`src/rtl/vec_alu_pkg.sv`:
```
// Shared definitions for the vector ALU sequencer.
// Contents:
//   DATA_W, OP_W, LEN_W : datapath, op code and length widths
//   OP_ADD, OP_PASS     : ALU op codes the sequencer knows by name
//   state_t             : sequencer state encoding
package vec_alu_pkg;

    localparam int DATA_W = 16;
    localparam int OP_W   = 5;
    localparam int LEN_W  = 6;

    localparam logic [OP_W-1:0] OP_ADD  = 5'b01010;
    localparam logic [OP_W-1:0] OP_PASS = 5'b00000;  // ALU passes S through

    typedef enum logic [1:0] {
        IDLE,
        RUN,
        DONE
    } state_t;

endpackage

```
`src/rtl/vec_alu_out_slice.sv`:
```
// Single-entry valid/ready register with simultaneous push/pop.
// A push always loads; a pop without a push empties the slot.
// Ports:
//   clk, rst : clock, asynchronous active-high reset
//   push     : load din this cycle (caller guarantees slot free or popping)
//   pop      : consumer takes the held entry this cycle
//   din      : entry to load
//   valid    : entry held
//   dout     : held entry
module vec_alu_out_slice
    import vec_alu_pkg::*;
#(
    parameter int W = 17
) (
    input  logic         clk,
    input  logic         rst,
    input  logic         push,
    input  logic         pop,
    input  logic [W-1:0] din,
    output logic         valid,
    output logic [W-1:0] dout
);

    always_ff @(posedge clk or posedge rst) begin
        if (rst) begin
            valid <= 1'b0;
            dout  <= '0;
        end else if (push) begin
            valid <= 1'b1;
            dout  <= din;
        end else if (pop) begin
            valid <= 1'b0;
        end
    end

endmodule

```
`src/rtl/vec_alu_seq.sv`:
```
// Vector ALU sequencer: takes one (op, length) command, streams operand
// pairs through the external combinational ALU and presents each result
// on a registered valid/ready stream with a last flag and a done pulse.
// Optional build macro VEC_ALU_SEQ_SAT_EN: signed saturation of ADD results.
// Ports:
//   clk, rst                     : clock, asynchronous active-high reset
//   cmd_valid/cmd_ready          : command handshake, cmd_op, cmd_len
//   in_valid/in_ready, in_r/in_s : operand pair stream
//   alu_op, alu_r, alu_s, alu_y  : ALU drive and result
//   out_valid/out_ready, out_y   : result stream, out_last on element len-1
//   busy                         : command in progress
//   done                         : one-cycle pulse at command completion
module vec_alu_seq
    import vec_alu_pkg::*;
#(
    parameter int DATA_W = 16,
    parameter int OP_W   = 5,
    parameter int LEN_W  = 6
) (
    input  logic              clk,
    input  logic              rst,
    input  logic              cmd_valid,
    output logic              cmd_ready,
    input  logic [OP_W-1:0]   cmd_op,
    input  logic [LEN_W-1:0]  cmd_len,
    input  logic              in_valid,
    output logic              in_ready,
    input  logic [DATA_W-1:0] in_r,
    input  logic [DATA_W-1:0] in_s,
    output logic [OP_W-1:0]   alu_op,
    output logic [DATA_W-1:0] alu_r,
    output logic [DATA_W-1:0] alu_s,
    input  logic [DATA_W-1:0] alu_y,
    output logic              out_valid,
    input  logic              out_ready,
    output logic [DATA_W-1:0] out_y,
    output logic              out_last,
    output logic              busy,
    output logic              done
);

    state_t             state, state_nx;
    logic [OP_W-1:0]    op_q;
    logic [LEN_W-1:0]   len_q;
    logic [LEN_W-1:0]   issued;
    logic               zero_done;
    logic               cmd_take;
    logic               push, pop;
    logic               last_in;
    logic [DATA_W-1:0]  load_y;
    logic               slot_valid;
    logic [DATA_W:0]    slot_q;

    assign cmd_take = (state == IDLE) && cmd_valid;
    assign in_ready = (state == RUN) && (issued < len_q) && (!slot_valid || out_ready);
    assign push     = in_valid && in_ready;
    assign pop      = slot_valid && out_ready;
    assign last_in  = (issued == len_q - LEN_W'(1));

    assign alu_r  = in_r;
    assign alu_s  = in_s;
    assign alu_op = (state == RUN) ? op_q : '0;

`ifdef VEC_ALU_SEQ_SAT_EN
    // Signed overflow on ADD: operands agree in sign, result does not.
    always_comb begin
        load_y = alu_y;
        if (op_q == OP_ADD && in_r[DATA_W-1] == in_s[DATA_W-1] &&
            alu_y[DATA_W-1] != in_r[DATA_W-1]) begin
            load_y = in_r[DATA_W-1] ? {1'b1, {(DATA_W-1){1'b0}}}
                                    : {1'b0, {(DATA_W-1){1'b1}}};
        end
    end
`else
    assign load_y = alu_y;
`endif

    vec_alu_out_slice #(
        .W (DATA_W + 1)
    ) u_out (
        .clk   (clk),
        .rst   (rst),
        .push  (push),
        .pop   (pop),
        .din   ({last_in, load_y}),
        .valid (slot_valid),
        .dout  (slot_q)
    );

    assign out_valid = slot_valid;
    assign out_y     = slot_q[DATA_W-1:0];
    assign out_last  = slot_q[DATA_W];

    always_ff @(posedge clk or posedge rst) begin
        if (rst) begin
            state     <= IDLE;
            op_q      <= '0;
            len_q     <= '0;
            issued    <= '0;
            zero_done <= 1'b0;
        end else begin
            state     <= state_nx;
            // Zero-length commands complete without leaving IDLE.
            zero_done <= cmd_take && (cmd_len == '0);
            if (cmd_take && cmd_len != '0) begin
                op_q   <= cmd_op;
                len_q  <= cmd_len;
                issued <= '0;
            end else if (push) begin
                issued <= issued + LEN_W'(1);
            end
        end
    end

    always_comb begin
        state_nx  = state;
        cmd_ready = 1'b0;
        busy      = 1'b0;
        case (state)
            IDLE: begin
                cmd_ready = 1'b1;
                if (cmd_take && cmd_len != '0) state_nx = RUN;
            end
            RUN: begin
                busy = 1'b1;
                if (pop && out_last) state_nx = DONE;
            end
            DONE:    state_nx = IDLE;
            default: state_nx = IDLE;
        endcase
    end

    assign done = (state == DONE) || zero_done;

endmodule

```
`config.mk`:
```
export PLATFORM = sky130hd
export DESIGN_NAME = vec_alu_seq
export DESIGN_NICKNAME = d
export VERILOG_FILES = /design/src/rtl/vec_alu_pkg.sv /design/src/rtl/vec_alu_out_slice.sv /design/src/rtl/vec_alu_seq.sv
export SDC_FILE = /design/constraint.sdc
export NUM_CORES = 1
export LEC_CHECK = 0
export CORE_UTILIZATION = 42
export DETAILED_ROUTE_END_ITERATION = 7
export GPL_TIMING_DRIVEN = 0
export PLACE_DENSITY = 0.95
export SYNTH_ARGS = -nofsm -noshare
export SYNTH_HDL_FRONTEND = slang
export SYNTH_SLANG_ARGS = --single-unit
```
`constraint.sdc`:
```
create_clock -name clk -period 3.4 [get_ports clk]
set_input_delay 0.68 -clock clk [delete_from_list [all_inputs] [get_ports clk]]
set_output_delay 0.68 -clock clk [all_outputs]
set_load 0.03 [all_outputs]
```
**Yosys cells after proc, flatten, opt, wreduce, memory -nomap -nowiden**

Index checks and enable logic that the tools add are counted.

- Register bits after elaboration: 38
- Input bits: 64
- Output and inout port bits: 59

- Add/sub/neg operators: 2
- Order comparisons: 1
- Eq/ne operators: 5
- Multiplexer cells: 10
- Reduce and logical (&&, ||, !) cells: 17

Operator list:

| kind | count |
|---|---|
| 6-bit 2-to-1 mux | 2 |
| 1-bit logical AND | 8 |
| 6-bit by 1-bit adder with 6-bit output, second input constant | 1 |
| 6-bit equality test | 1 |
| 6-bit logical NOT | 1 |
| 6-bit < comparator | 1 |
| 6-bit nonzero test | 1 |
| 6-bit by 1-bit subtractor with 6-bit output, second input constant | 1 |
| 5-bit 2-to-1 mux | 1 |
| 1-bit 2-to-1 mux | 4 |
| 2-bit 2-to-1 mux | 2 |
| 2-bit by 1-bit inequality test with 1-bit output, second input constant | 2 |
| 2-bit case mux with 2 select lines | 1 |
| 2-bit nonzero test | 2 |
| 2-bit by 1-bit equality test with 1-bit output, second input constant | 1 |
| 2-bit equality test, second input constant | 1 |
| 2-bit logical NOT | 1 |
| 1-bit logical OR | 2 |
| 2-bit AND reduction | 1 |
| 1-bit logical NOT | 1 |

**Depth between registers and ports, before layout**

- Depth in word-level cells: 6
- Depth in mapped cells: 8
- Depth with buffers taken out: 6

**By module**

From an unflattened synthesis, not the netlist that was laid out.

- Cells, all modules: 197
- Area total of the unflattened synthesis: 2208.4 µm²

Modules (own cells, without submodules):

| module | times used | cells each | area an instance (µm²) |
|---|---|---|---|
| vec_alu_seq | 1 | 157 | 1485.2 |
| vec_alu_out_slice | 1 | 40 | 723.2 |

**Worst setup path after synthesis**

OpenSTA, ideal clock, no wires.

- Path type: register to output
- Start point: reg len_q[3]
- End point: out in_ready
- Data arrival time: 1.838 ns
- Slack: 0.882 ns
- Stages on the path, launching flop included: 7
- Cell sequence: dfrtp_1 -> inv_1 -> ha_1 -> nand4_1 -> o21ba_2 -> buf_6 -> nor3_1

- Longest elaborated chain between the ends: 3

Ends and longest elaborated chain:

| what | line | RTL |
|---|---|---|
| start, declared | vec_alu_seq.sv:44 | `logic [LEN_W-1:0] len_q;` |
| start signal, assigned | vec_alu_seq.sv:107 | `len_q <= cmd_len;` |
| 6-bit < comparator | vec_alu_seq.sv:55 | `assign in_ready = (state == RUN) && (issued < len_q) && (!slot_valid \|\| out_ready);` |
| 1-bit logical AND (2 in a row) | vec_alu_seq.sv:55 |  |
| end, declared | vec_alu_seq.sv:27 | `output logic in_ready,` |

No other way between the ends.

**Final worst setup path**

Ends and elaborated chain as after synthesis.

==> results.sh <==
export IMPL_ys_seq_area_share_pct=41.99
export IMPL_synth_area_leaders="dfrtp_1, buf_4, mux2_4"
export IMPL_clk_pin_slew_ns=0.08
export IMPL_place_area_sq_mm=0.003253
export IMPL_slew_violations=0
export IMPL_first_iter_violations=93
export IMPL_gp_congestion=0.7948
export IMPL_yosysTopAreaCellShare_pct=41.99
export IMPL_holdPathStages=2
export IMPL_cts_tree="done"
export IMPL_fin_total_pwr_mw=2.913
export IMPL_route_detailed_drc=0
export IMPL_dr_pass1_iters=4
export IMPL_io_buffers=90
export IMPL_critPathMaxFanout=8
export IMPL_start_kind="flip-flop"
export IMPL_async_flop_share_pct=100.0
export IMPL_grt_use_total_pct=19.83
export IMPL_max_freq_mhz=315.1
export IMPL_vias_per_cell=4.971
export IMPL_synth_ff_type="dfrtp_1"
export IMPL_wl_per_cell_um=14.24
export IMPL_ctsResizeCount=0
export IMPL_die_h_um=75.43
export IMPL_postSynthAreaPerCell_sq_um=10.63
export IMPL_antenna_cells=0
export IMPL_drt_total_wl_mm=5.426
export IMPL_synth_warnings=0
export IMPL_hold_viol=0
export IMPL_min_delay_start="op_q[4]$_DFFE_PP0P_"
export IMPL_fin_crit_sh_pct=93.33
export IMPL_synth_edf_count=0
export IMPL_hold_buffers=0
export IMPL_r2r_end="u_out.dout[2]$_DFFE_PP0P_"
export IMPL_root_buffer="clkbuf_8"
export IMPL_drive_above_1_share_pct=25.08
export IMPL_synth_top_cells_by_count="dfrtp_1, buf_4, nand2_1"
export IMPL_initial_utilization_pct=44.06
export IMPL_yosysUniqueCellTypes=46
export IMPL_synth_fp_nets=285
export IMPL_grt_pass1_wl_mm=8.431
export IMPL_design_area_sq_mm=0.003391
export IMPL_post_route_min_period_ns=3.173
export IMPL_rsz0062_at_grt="no"
export IMPL_die_area_sq_mm=0.005690
export IMPL_clkLatencyLatePin_ns=0.29
export IMPL_end_kind="output pin"
export IMPL_pin_count=123
export IMPL_syn_to_final_growth_pct=49.72
export IMPL_ys_seq_elements=38
export IMPL_setup_tns_ns=0
export IMPL_crit_arrival_ns=2.49
export IMPL_postCtsSetupBuffers=0
export IMPL_whs_ns=0.4757
export IMPL_netlist_area_sq_mm=0.002265
export IMPL_finalSetupViolCount=0
export IMPL_maxSlewHeadroom_pct=48.53
export IMPL_p_leak_nw=1.552
export IMPL_grt_pass1_vias=1942
export IMPL_fin_worst_skew_ns=0.007209
export IMPL_cts_sinks=38
export IMPL_yosysMostFrequentCell="dfrtp_1"
export IMPL_h_tree_depth=2
export IMPL_synth_top_area_cell="dfrtp_1"
export IMPL_max_clock_path_buffers=2
export IMPL_antenna_left=0
export IMPL_vias=1894
export IMPL_worstMarginPinSlew_ns=0.7710
export IMPL_rows=26
export IMPL_grt_overflow=0
export IMPL_r2r_cells=8
export IMPL_r2r_start="len_q[3]$_DFFE_PP0P_"
export IMPL_grt_max_degree=39
export IMPL_p_per_area_mw_per_mm2=859.2
export IMPL_die_w_um=75.43
export IMPL_antenna_found_initial=0
export IMPL_vdd_drop_max_mv=0.4238
export IMPL_synthCells=213
export IMPL_fin_nets=382
export IMPL_hold_path_class="flip-flop to flip-flop"
export IMPL_outcome="finished, final reports clean"
export IMPL_cap_violations=0
export IMPL_cp_required_ns=2.72
export IMPL_hpwlAfterDp_mm=4.205
export IMPL_critPathKind="flip-flop to output pin"
export IMPL_reg2reg_slack_ns=1.05
export IMPL_numCtsBuffers=5
export IMPL_hold_path_endpoint="op_q[4]$_DFFE_PP0P_"
export IMPL_fp_coreArea_sq_mm=0.005140
[cell families (layout without fill, tap and decap cells)]
family	count (synthesis)	in the layout	synth area share, %
AOI/OAI and AO/OA	23	23	7.349
xor gates and xnor gates	5	5	1.934
adders and majority gates	8	8	4.420
buffers and inverters	47	145	14.53
DFF	38	38	41.99
muxes	20	20	11.38
and+or+nand+nor	72	72	18.40
[stage by stage]
step	util [%]	instances	setup slack, ns
floorplan	-	213	0.8819
global placement	63.29	373	0.4825
detailed placement	63.29	373	0.4727
CTS	65.97	381	0.2520
global route	65.97	381	0.1445
finish	65.97	381	0.2269
[critical path: stages (launching register included)]
cell             delay (ns)
dfrtp_1                0.45
inv_1                  0.08
ha_1                   0.32
nand4_1                0.14
o21ba_2                0.18
buf_6                  0.13
nor3_1                 0.18
clkdlybuf4s50_1        0.71
[worst max-delay path by stage]
stage | slack [ns] | end | cells after the start | start
final | 0.23 | in_ready | 7 | len_q[3]$_DFFE_PP0P_
after global routing | 0.14 | in_ready | 7 | len_q[3]$_DFFE_PP0P_
after CTS | 0.25 | in_ready | 7 | len_q[3]$_DFFE_PP0P_
after detailed placement | 0.47 | in_ready | 5 | out_ready
after global placement | 0.48 | in_ready | 5 | out_ready
after floorplan | 0.88 | in_ready | 6 | len_q[3]$_DFFE_PP0P_
[cell type report]
cell class	instances	area, sq um
plain buffers	38	295.3
clock buffers	5	68.82
clock inverters	3	68.82
fillers	433	1749
inverters	9	33.78
multi-input cells	128	984.7
flip-flops and latches	38	950.9
well taps	70	87.58
repair buffers	90	900.9
[registers in the layout (all words and copies together), names as in the netlist]
name         flops
op_q             5
u_out.dout      17
state            2
u_out.valid      1
len_q            6
issued           6
zero_done        1
[layer usage]
metal / up-vias / part of all wire, % / GRT usage (%)
li1: 891 / - / -
met4: 0 / 2.5 / 8.230
met3: 16 / 6.5 / 5.556
met5: - / 0 / 0
met2: 88 / 54 / 35.12
met1: 899 / 37 / 22.49
[cell usage in the layout (no fill, tap or decap), types with 4 or more instances in the layout]
cell type and n:
mux2_2 6, clkdlybuf4s50_1 90, buf_4 32, mux2_4 10, and2_2 5, nor4_1 4, mux2i_1 4, inv_1 8
ha_1 8, o21ai_0 6, o31ai_1 5, nand3_1 4, dfrtp_1 38, nand4_1 6, clkbuf_8 5, nand2_1 30
[power breakdown]
group | total [mW] | leakage, nW | internal (mW) | switching, mW
registers | 0.796 | 0.466 | 0.651 | 0.145
clock network | 0.461 | 0.0683 | 0.294 | 0.167
logic | 1.66 | 1.02 | 0.790 | 0.866
No activity file was read; power rests on OpenSTA's default activity.
